File: src/rtl/logic_net_pipe.sv
// Bitwise four-mode gate network feeding a STAGES-deep valid/ready elastic pipeline,
// with a saturating count of set bits on x over all output transfers.
module logic_net_pipe #(
    parameter int WIDTH  = 8,
    parameter int STAGES = 2,
    parameter int CNT_W  = 16
) (
    input  logic             clk,
    input  logic             rst_n,
    input  logic             in_valid,
    output logic             in_ready,
    input  logic [WIDTH-1:0] a,
    input  logic [WIDTH-1:0] b,
    input  logic [WIDTH-1:0] c,
    input  logic [1:0]       mode,
    output logic             out_valid,
    input  logic             out_ready,
    output logic [WIDTH-1:0] x,
    output logic [WIDTH-1:0] y,
    input  logic             clr_cnt,
    output logic [CNT_W-1:0] ones_cnt
);

    localparam int PC_W  = $clog2(WIDTH + 1);
    localparam int SUM_W = ((CNT_W > PC_W) ? CNT_W : PC_W) + 1;
    localparam logic [CNT_W-1:0] CNT_MAX = '1;

    logic [WIDTH-1:0] f_x, f_y;

    always_comb begin
        f_x = '0;
        f_y = '0;
        case (mode)
            2'b00: begin
                f_x = ~c ^ (a | b);
                f_y = (a | b) & (~(a & b) ^ (a | b));
            end
            2'b01: begin
                f_x = c ^ (a & b);
                f_y = a ^ b;
            end
            2'b10: begin
                f_x = (a & b) | (a & c) | (b & c);
                f_y = a ^ b ^ c;
            end
            default: begin
                f_x = a;
                f_y = b;
            end
        endcase
    end

    logic [STAGES-1:0]            v, v_nxt, ld;
    logic [STAGES-1:0][WIDTH-1:0] sx, sy, sx_nxt, sy_nxt;

    genvar g;
    for (g = 0; g < STAGES; g++) begin : g_stage
        // A stage can load unless it and every stage below it are full while the sink stalls.
        assign ld[g] = out_ready || !(&v[STAGES-1:g]);

        if (g == 0) begin : g_head
            assign v_nxt[g]  = ld[g] ? in_valid : v[g];
            assign sx_nxt[g] = ld[g] ? f_x      : sx[g];
            assign sy_nxt[g] = ld[g] ? f_y      : sy[g];
        end else begin : g_body
            assign v_nxt[g]  = ld[g] ? v[g-1]  : v[g];
            assign sx_nxt[g] = ld[g] ? sx[g-1] : sx[g];
            assign sy_nxt[g] = ld[g] ? sy[g-1] : sy[g];
        end
    end

    always_ff @(posedge clk or negedge rst_n) begin
        if (!rst_n) begin
            v  <= '0;
            sx <= '0;
            sy <= '0;
        end else begin
            v  <= v_nxt;
            sx <= sx_nxt;
            sy <= sy_nxt;
        end
    end

    assign in_ready  = ld[0];
    assign out_valid = v[STAGES-1];
    assign x         = sx[STAGES-1];
    assign y         = sy[STAGES-1];

    logic             out_xfer;
    logic [PC_W-1:0]  pc;
    logic [SUM_W-1:0] base, sum;
    logic [CNT_W-1:0] cnt_sat;

    assign out_xfer = out_valid && out_ready;

    // A clear coinciding with a transfer restarts the count from this beat's ones.
    always_comb begin
        pc      = PC_W'($countones(x));
        base    = clr_cnt ? '0 : SUM_W'(ones_cnt);
        sum     = base + SUM_W'(pc);
        cnt_sat = (sum > SUM_W'(CNT_MAX)) ? CNT_MAX : sum[CNT_W-1:0];
    end

    always_ff @(posedge clk or negedge rst_n) begin
        if (!rst_n) begin
            ones_cnt <= '0;
        end else if (out_xfer) begin
            ones_cnt <= cnt_sat;
        end else if (clr_cnt) begin
            ones_cnt <= '0;
        end
    end

endmodule

File: config.mk
export PLATFORM = sky130hd
export DESIGN_NAME = logic_net_pipe
export DESIGN_NICKNAME = d
export VERILOG_FILES = /design/src/rtl/logic_net_pipe.sv
export SDC_FILE = /design/constraint.sdc
export NUM_CORES = 1
export LEC_CHECK = 0
export BUFFER_PORTS_ARGS = -buffer_cell sky130_fd_sc_hd__buf_2
export CORE_MARGIN = 2
export CORE_UTILIZATION = 30
export CTS_BUF_LIST = sky130_fd_sc_hd__clkbuf_4 sky130_fd_sc_hd__clkbuf_8
export DETAILED_ROUTE_END_ITERATION = 12
export PLACE_DENSITY = 0.53
export REMOVE_ABC_BUFFERS = 1
export SYNTH_ARGS = -nofsm -noshare
export SYNTH_HDL_FRONTEND = slang
export SYNTH_SLANG_ARGS = --single-unit
File: constraint.sdc
create_clock -name clk -period 11.3 [get_ports clk]
set_input_delay 1.695 -clock clk [delete_from_list [all_inputs] [get_ports clk]]
set_output_delay 1.695 -clock clk [all_outputs]
set_load 0.005 [all_outputs]
==> impl_metrics.tcl, run 1 <==
set metrics [dict create \
    syn_avg_cell_area_sq_um 10.5 \
    synthArstFlopShare_pct 100 \
    synth-seq-area-share_pct 35.7 \
    rows 39 \
    synth_seq_cells 50 \
    ioPinCount 65 \
    cp_num_buf_inv 3 \
    syn2layout_area_growth_pct 13.0 \
    crit_type "in -> out" \
    routabilityCongestion 0.714 \
    status "finished, final reports clean" \
    avgRoutedWirePerCell_microns 13.1 \
    endpoint_kind "output pin" \
    worst-path-max-fanout 25 \
    r2r_start "x[1]" \
    postRouteAntennaNets 0 \
    hpwl_mm 5.20 \
    grt_antenna_before_repair 0 \
    first_pass_iters 4 \
    grt_max_degree 51 \
    power.density_mw_per_mm2 141 \
    cp_common_cell "buf_2" \
    numCtsBuffers 5 \
    drcViolationCount 0 \
    slowest_stage "and2_1" \
    clockBufferDepth 2 \
    grt_overflow 0 \
    slew_headroom_pct 41.2 \
    cp.arrival_ns 4.02 \
    fin_util_pct 34.7 \
    fin_crit_sh_pct 50.5 \
    multi_input_area_sq_mm 0.00197 \
    cts_root_buffer "clkbuf_8" \
    setup-violations-final 0 \
    dieWidth_microns 112 \
    core_area_sq_mm 0.0114 \
    diodes 0 \
    drv_cap 0 \
    synthCells 335 \
    crit_path_start_kind "input pin" \
    grtUsageTotal_pct 11.3 \
    seq_area_sq_mm 0.00125 \
    htree_levels 2 \
    grt_pass1_vias 2344 \
    nNetsFinal 452 \
    synthFlopType "dfrtp_1" \
    cts_tree "yes" \
    crit_start "out_ready" \
    ir_drop_v 0.0000591 \
    final_common_cell "buf_2" \
    synth_cell_type_count 37 \
    mostFrequentLayoutCells "buf_2 (64), dfrtp_1 (50), nand2_1 (49), ha_1 (30), inv_1 (29)" \
    syn_area_sq_mm 0.00351 \
    period_minus_slack_ns 5.71 \
    yosys_warnings 0 \
    hp-class "reg -> reg" \
    wl_mm 6.86 \
    die-area_sq_mm 0.0126 \
    grt_pass1_wl_mm 11.7 \
    io_buffer_count 64 \
    maxSlewViolCount 0 \
    drtIter0Drc 105 \
    cp.required_ns 9.61 \
    rsz0062_at_grt "no" \
    clk_pin_slew_worst_paths_ns 0.10 \
    cts_setup_buffers 0 \
    die_h_microns 112 \
    synth_edf_count 0 \
    post_cts_resized 0 \
    fillers 1202 \
    ctsHoldBuffers 0 \
    avgViaCountPerCell 4.53 \
    hold_viol_final 0 \
    leakagePower_uw 0.00193 \
    tns_ns 0 \
    tightest_slew_ns 0.882 \
    timing.fmax_mhz 175 \
    critPathTopFamily "simple AND/OR/NAND/NOR gates" \
    clk_latency_ns 0.30 \
    cts_sinks 50 \
    vias 2366 \
    initial_core_util_pct 30.7 \
    drive_above_1_share_pct 26.9 \
    hold_slack_ns 0.469 \
    skew_ns 0.00767 \
    min-delay-start "v[0]" \
    crit_chain "buf_2, nor2b_2, and2_1, clkinv_1, buf_2" \
    slowest_delay_ns 0.73 \
]
-- registers in the layout, summed over array words and instances, names as in the netlist --
name and flops:
sx 8, ones_cnt 16, x 8, y 8, v 2, sy 8
-- metrics by stage --
stage	setup slack [ns]	total power [uW]	std cells	area [sq um]
after floorplan	6.18	356	306	3330
after global placement	5.57	426	514	3840
after detailed placement	5.47	434	514	3840
after CTS	5.46	572	522	3970
after global routing	5.32	616	522	3970
final	5.59	560	522	3970
-- cell usage after synthesis (7+ instances only) --
library cell	n	area [sq um]
o21ai_0	23	115
mux2_2	16	180
nor2b_1	9	56.3
fa_1	13	260
dfrtp_1	50	1250
nand2_1	49	184
mux4_2	8	180
mux2i_1	16	160
buf_4	16	120
xnor2_1	17	149
inv_1	29	109
clkbuf_1	7	26.3
ha_1	30	375
-- power by group --
part / switching, uW / internal, uW / total, uW
Clock: 63.8 / 73.0 / 137
Combinational: 101 / 96.9 / 198
Sequential: 17.9 / 207 / 225
-- final timing paths --
check | to | slack, ns | cells past startpoint
worst min-delay path | v[1] | 0.47 | 1
max in group asynchronous | y[2] | 9.38 | 2
worst max-delay path | in_ready | 5.59 | 5
worst min register to register | v[1] | 0.47 | 1
min in group asynchronous | ones_cnt[0] | 1.49 | 2
worst max register to register | ones_cnt[0] | 6.98 | 11
-- layer usage --
metal	vias up	part of all wire, %	GRT usage, %
met4	0	0.77	2.44
met2	62	42	17.3
li1	1190	-	-
met1	1110	51	16.2
met3	4	6.0	3.02
met5	-	0	0
-- area by class of cell --
| cell class | count | area share (%) |
|---|---|---|
| sequential | 50 | 31.6 |
| timing repair buffer | 65 | 8.27 |
| clock inverter | 2 | 0.978 |
| inverter | 30 | 2.84 |
| multi-input combinational | 226 | 49.8 |
| clock buffer | 6 | 2.08 |
| tap | 143 | 4.51 |
-- cell families (layout without fill, tap and decap cells) --
kind of cell	after synthesis	in the layout	share of synthesized area (%)
buffers and inverters	59	103	8.17
AOI/OAI and AO/OA	34	34	5.99
and+or+nand+nor	91	91	12.7
xor gates and xnor gates	18	18	4.49
DFF	50	50	35.7
adders and majority gates	43	43	18.1
muxes	40	40	14.8
No activity file was read; power rests on OpenSTA's default activity.
==> run 2: changes to the inputs <==
--- a/config.mk
+++ b/config.mk
@@ -10,7 +10,7 @@
 export CORE_UTILIZATION = 30
 export CTS_BUF_LIST = sky130_fd_sc_hd__clkbuf_4 sky130_fd_sc_hd__clkbuf_8
 export DETAILED_ROUTE_END_ITERATION = 12
-export PLACE_DENSITY = 0.53
+export PLACE_DENSITY = 0.55
 export REMOVE_ABC_BUFFERS = 1
 export SYNTH_ARGS = -nofsm -noshare
 export SYNTH_HDL_FRONTEND = slang
==> constraint.sdc (replaced) <==
create_clock -name clk -period 5.1 [get_ports clk]
set_input_delay 0.765 -clock clk [delete_from_list [all_inputs] [get_ports clk]]
set_output_delay 0.765 -clock clk [all_outputs]
set_load 0.005 [all_outputs]
==> run 2 against run 1 <==
  * Setup slack worse by 4.8 ns
  * Largest power group unchanged
  * Sequential share of layout area down 0.21 points
  * Clock skew up 0.0073 ns
  * Clock-buffer cell count down 1
  * Design area up 0.66%
  * Combinational power up 130%
  * Worst hold slack about the same
  * First-iteration DRC count down 8.6%
  * Critical path depth up 6
==> impl_metrics.tcl, run 2 (synthesis gave the netlist of run 1 again) <==
set metrics [dict create \
    drtIter0Drc 96 \
    core_area_sq_mm 0.0114 \
    ir_drop_v 0.000164 \
    largest_register "ones_cnt" \
    die-area_sq_mm 0.0126 \
    grt_pass1_vias 2382 \
    hp-class "reg -> reg" \
    cp.required_ns 5.31 \
    endpoint_kind "flip-flop" \
    hpwl_mm 5.18 \
    design_power_total_uw 1240 \
    first_pass_iters 4 \
    leakagePower_uw 0.00195 \
    drv_cap 0 \
    vias 2382 \
    grt_pass1_wl_mm 11.8 \
    mostFrequentLayoutCells "buf_2 (64), dfrtp_1 (50), nand2_1 (49), ha_1 (30), inv_1 (29)" \
    fillers 1190 \
    tightest_slew_ns 0.740 \
    clk_latency_ns 0.31 \
    clockBufferDepth 2 \
    grt_max_degree 51 \
    initial_core_util_pct 30.7 \
    cts_setup_buffers 0 \
    htree_levels 2 \
    avgRoutedWirePerCell_microns 12.9 \
    grt_antenna_before_repair 0 \
    avgViaCountPerCell 4.53 \
    slew_headroom_pct 50.7 \
    drive_above_1_share_pct 27.7 \
    cts_root_buffer "clkbuf_8" \
    rsz0062_at_grt "no" \
    numCtsBuffers 5 \
    syn2layout_area_growth_pct 13.8 \
    period_minus_slack_ns 4.28 \
    skew_ns 0.0150 \
    ctsHoldBuffers 0 \
    postRouteAntennaNets 0 \
    cp.arrival_ns 4.49 \
    diodes 0 \
    fin_util_pct 35.0 \
    power.density_mw_per_mm2 311 \
    numPlacedInstances 518 \
    grt_overflow 0 \
    status "finished, final reports clean" \
    maxSlewViolCount 0 \
    nNetsFinal 456 \
    hold_slack_ns 0.470 \
    io_buffer_count 64 \
    crit_path_start_kind "flip-flop" \
    layout.cells.non_filler 526 \
    timing.fmax_mhz 234 \
    drcViolationCount 0 \
    post_cts_resized 0 \
    die_h_microns 112 \
    rows 39 \
    grtUsageTotal_pct 11.4 \
    clk_pin_slew_worst_paths_ns 0.11 \
    tns_ns 0 \
    largest_reg_flops 16 \
    dieWidth_microns 112 \
    final_common_cell "buf_2" \
    fin_crit_sh_pct 83.8 \
    crit_type "reg -> reg" \
    routabilityCongestion 0.823 \
    ioPinCount 65 \
    cts_sinks 50 \
    wl_mm 6.77 \
    worst-path-max-fanout 14 \
    setup-violations-final 0 \
    hold_viol_final 0 \
    cts_tree "yes" \
]
## run 2: cell types whose count changed in the layout (fill, tap and decap cells not counted)
cell,before,now
buf_4,1,5
clkbuf_8,6,5
clkinvlp_4,0,1
inv_6,1,0
inv_8,0,1
## run 2: area by class of cell
cell class	count	area, sq um	share of cell area (%)
Clock inverter	3	48.8	1.22
Multi-Input combinational cell	226	1970	49.4
Sequential cell	50	1250	31.3
Clock buffer	5	68.8	1.72
Inverter	30	113	2.82
Tap cell	143	179	4.48
Timing Repair Buffer	69	358	8.97
## run 2: final timing paths
check | start | to | slack, ns | cells past startpoint
setup / recovery | x[0] | ones_cnt[0] | 0.82 | 11
setup reg to reg | x[0] | ones_cnt[0] | 0.82 | 11
hold reg to reg | sy[6] | sy[6] | 0.47 | 2
min in group asynchronous | rst_n | ones_cnt[0] | 0.56 | 2
hold / removal | sy[6] | sy[6] | 0.47 | 2
max in group asynchronous | rst_n | sx[7] | 4.11 | 2
## run 2: layer usage
metal	wire length, microns	up-vias	global-route usage (%)
li1	-	1195	-
met1	3210	1129	15.7
met2	3210	54	18.7
met3	308	4	2.54
met4	45	0	2.28
met5	0	-	0
## run 2: stage by stage
stage               area [sq um]  setup WS [ns]
finish                      3990          0.824
global route                3990          0.540
floorplan                   3330           1.30
CTS                         3990          0.763
global placement            3870          0.773
detailed placement          3870          0.747
## run 2: worst max-delay path, cell delays in order (launching register included)
cell and delay (ns):
dfrtp_1 0.42, fa_1 0.54, inv_1 0.05, fa_1 0.51, fa_1 0.43, fa_1 0.40
inv_1 0.09, fa_1 0.20, nand3_1 0.17, a2111oi_4 0.52, nand4_1 0.56, o211ai_1 0.28
## run 2: report_power, final
group	leakage, uW	switching (uW)	internal [uW]
Sequential	0.000622	36.4	460
Combinational	0.00127	230	222
Clock	0.0000563	142	150
Total	0.00195	408	832
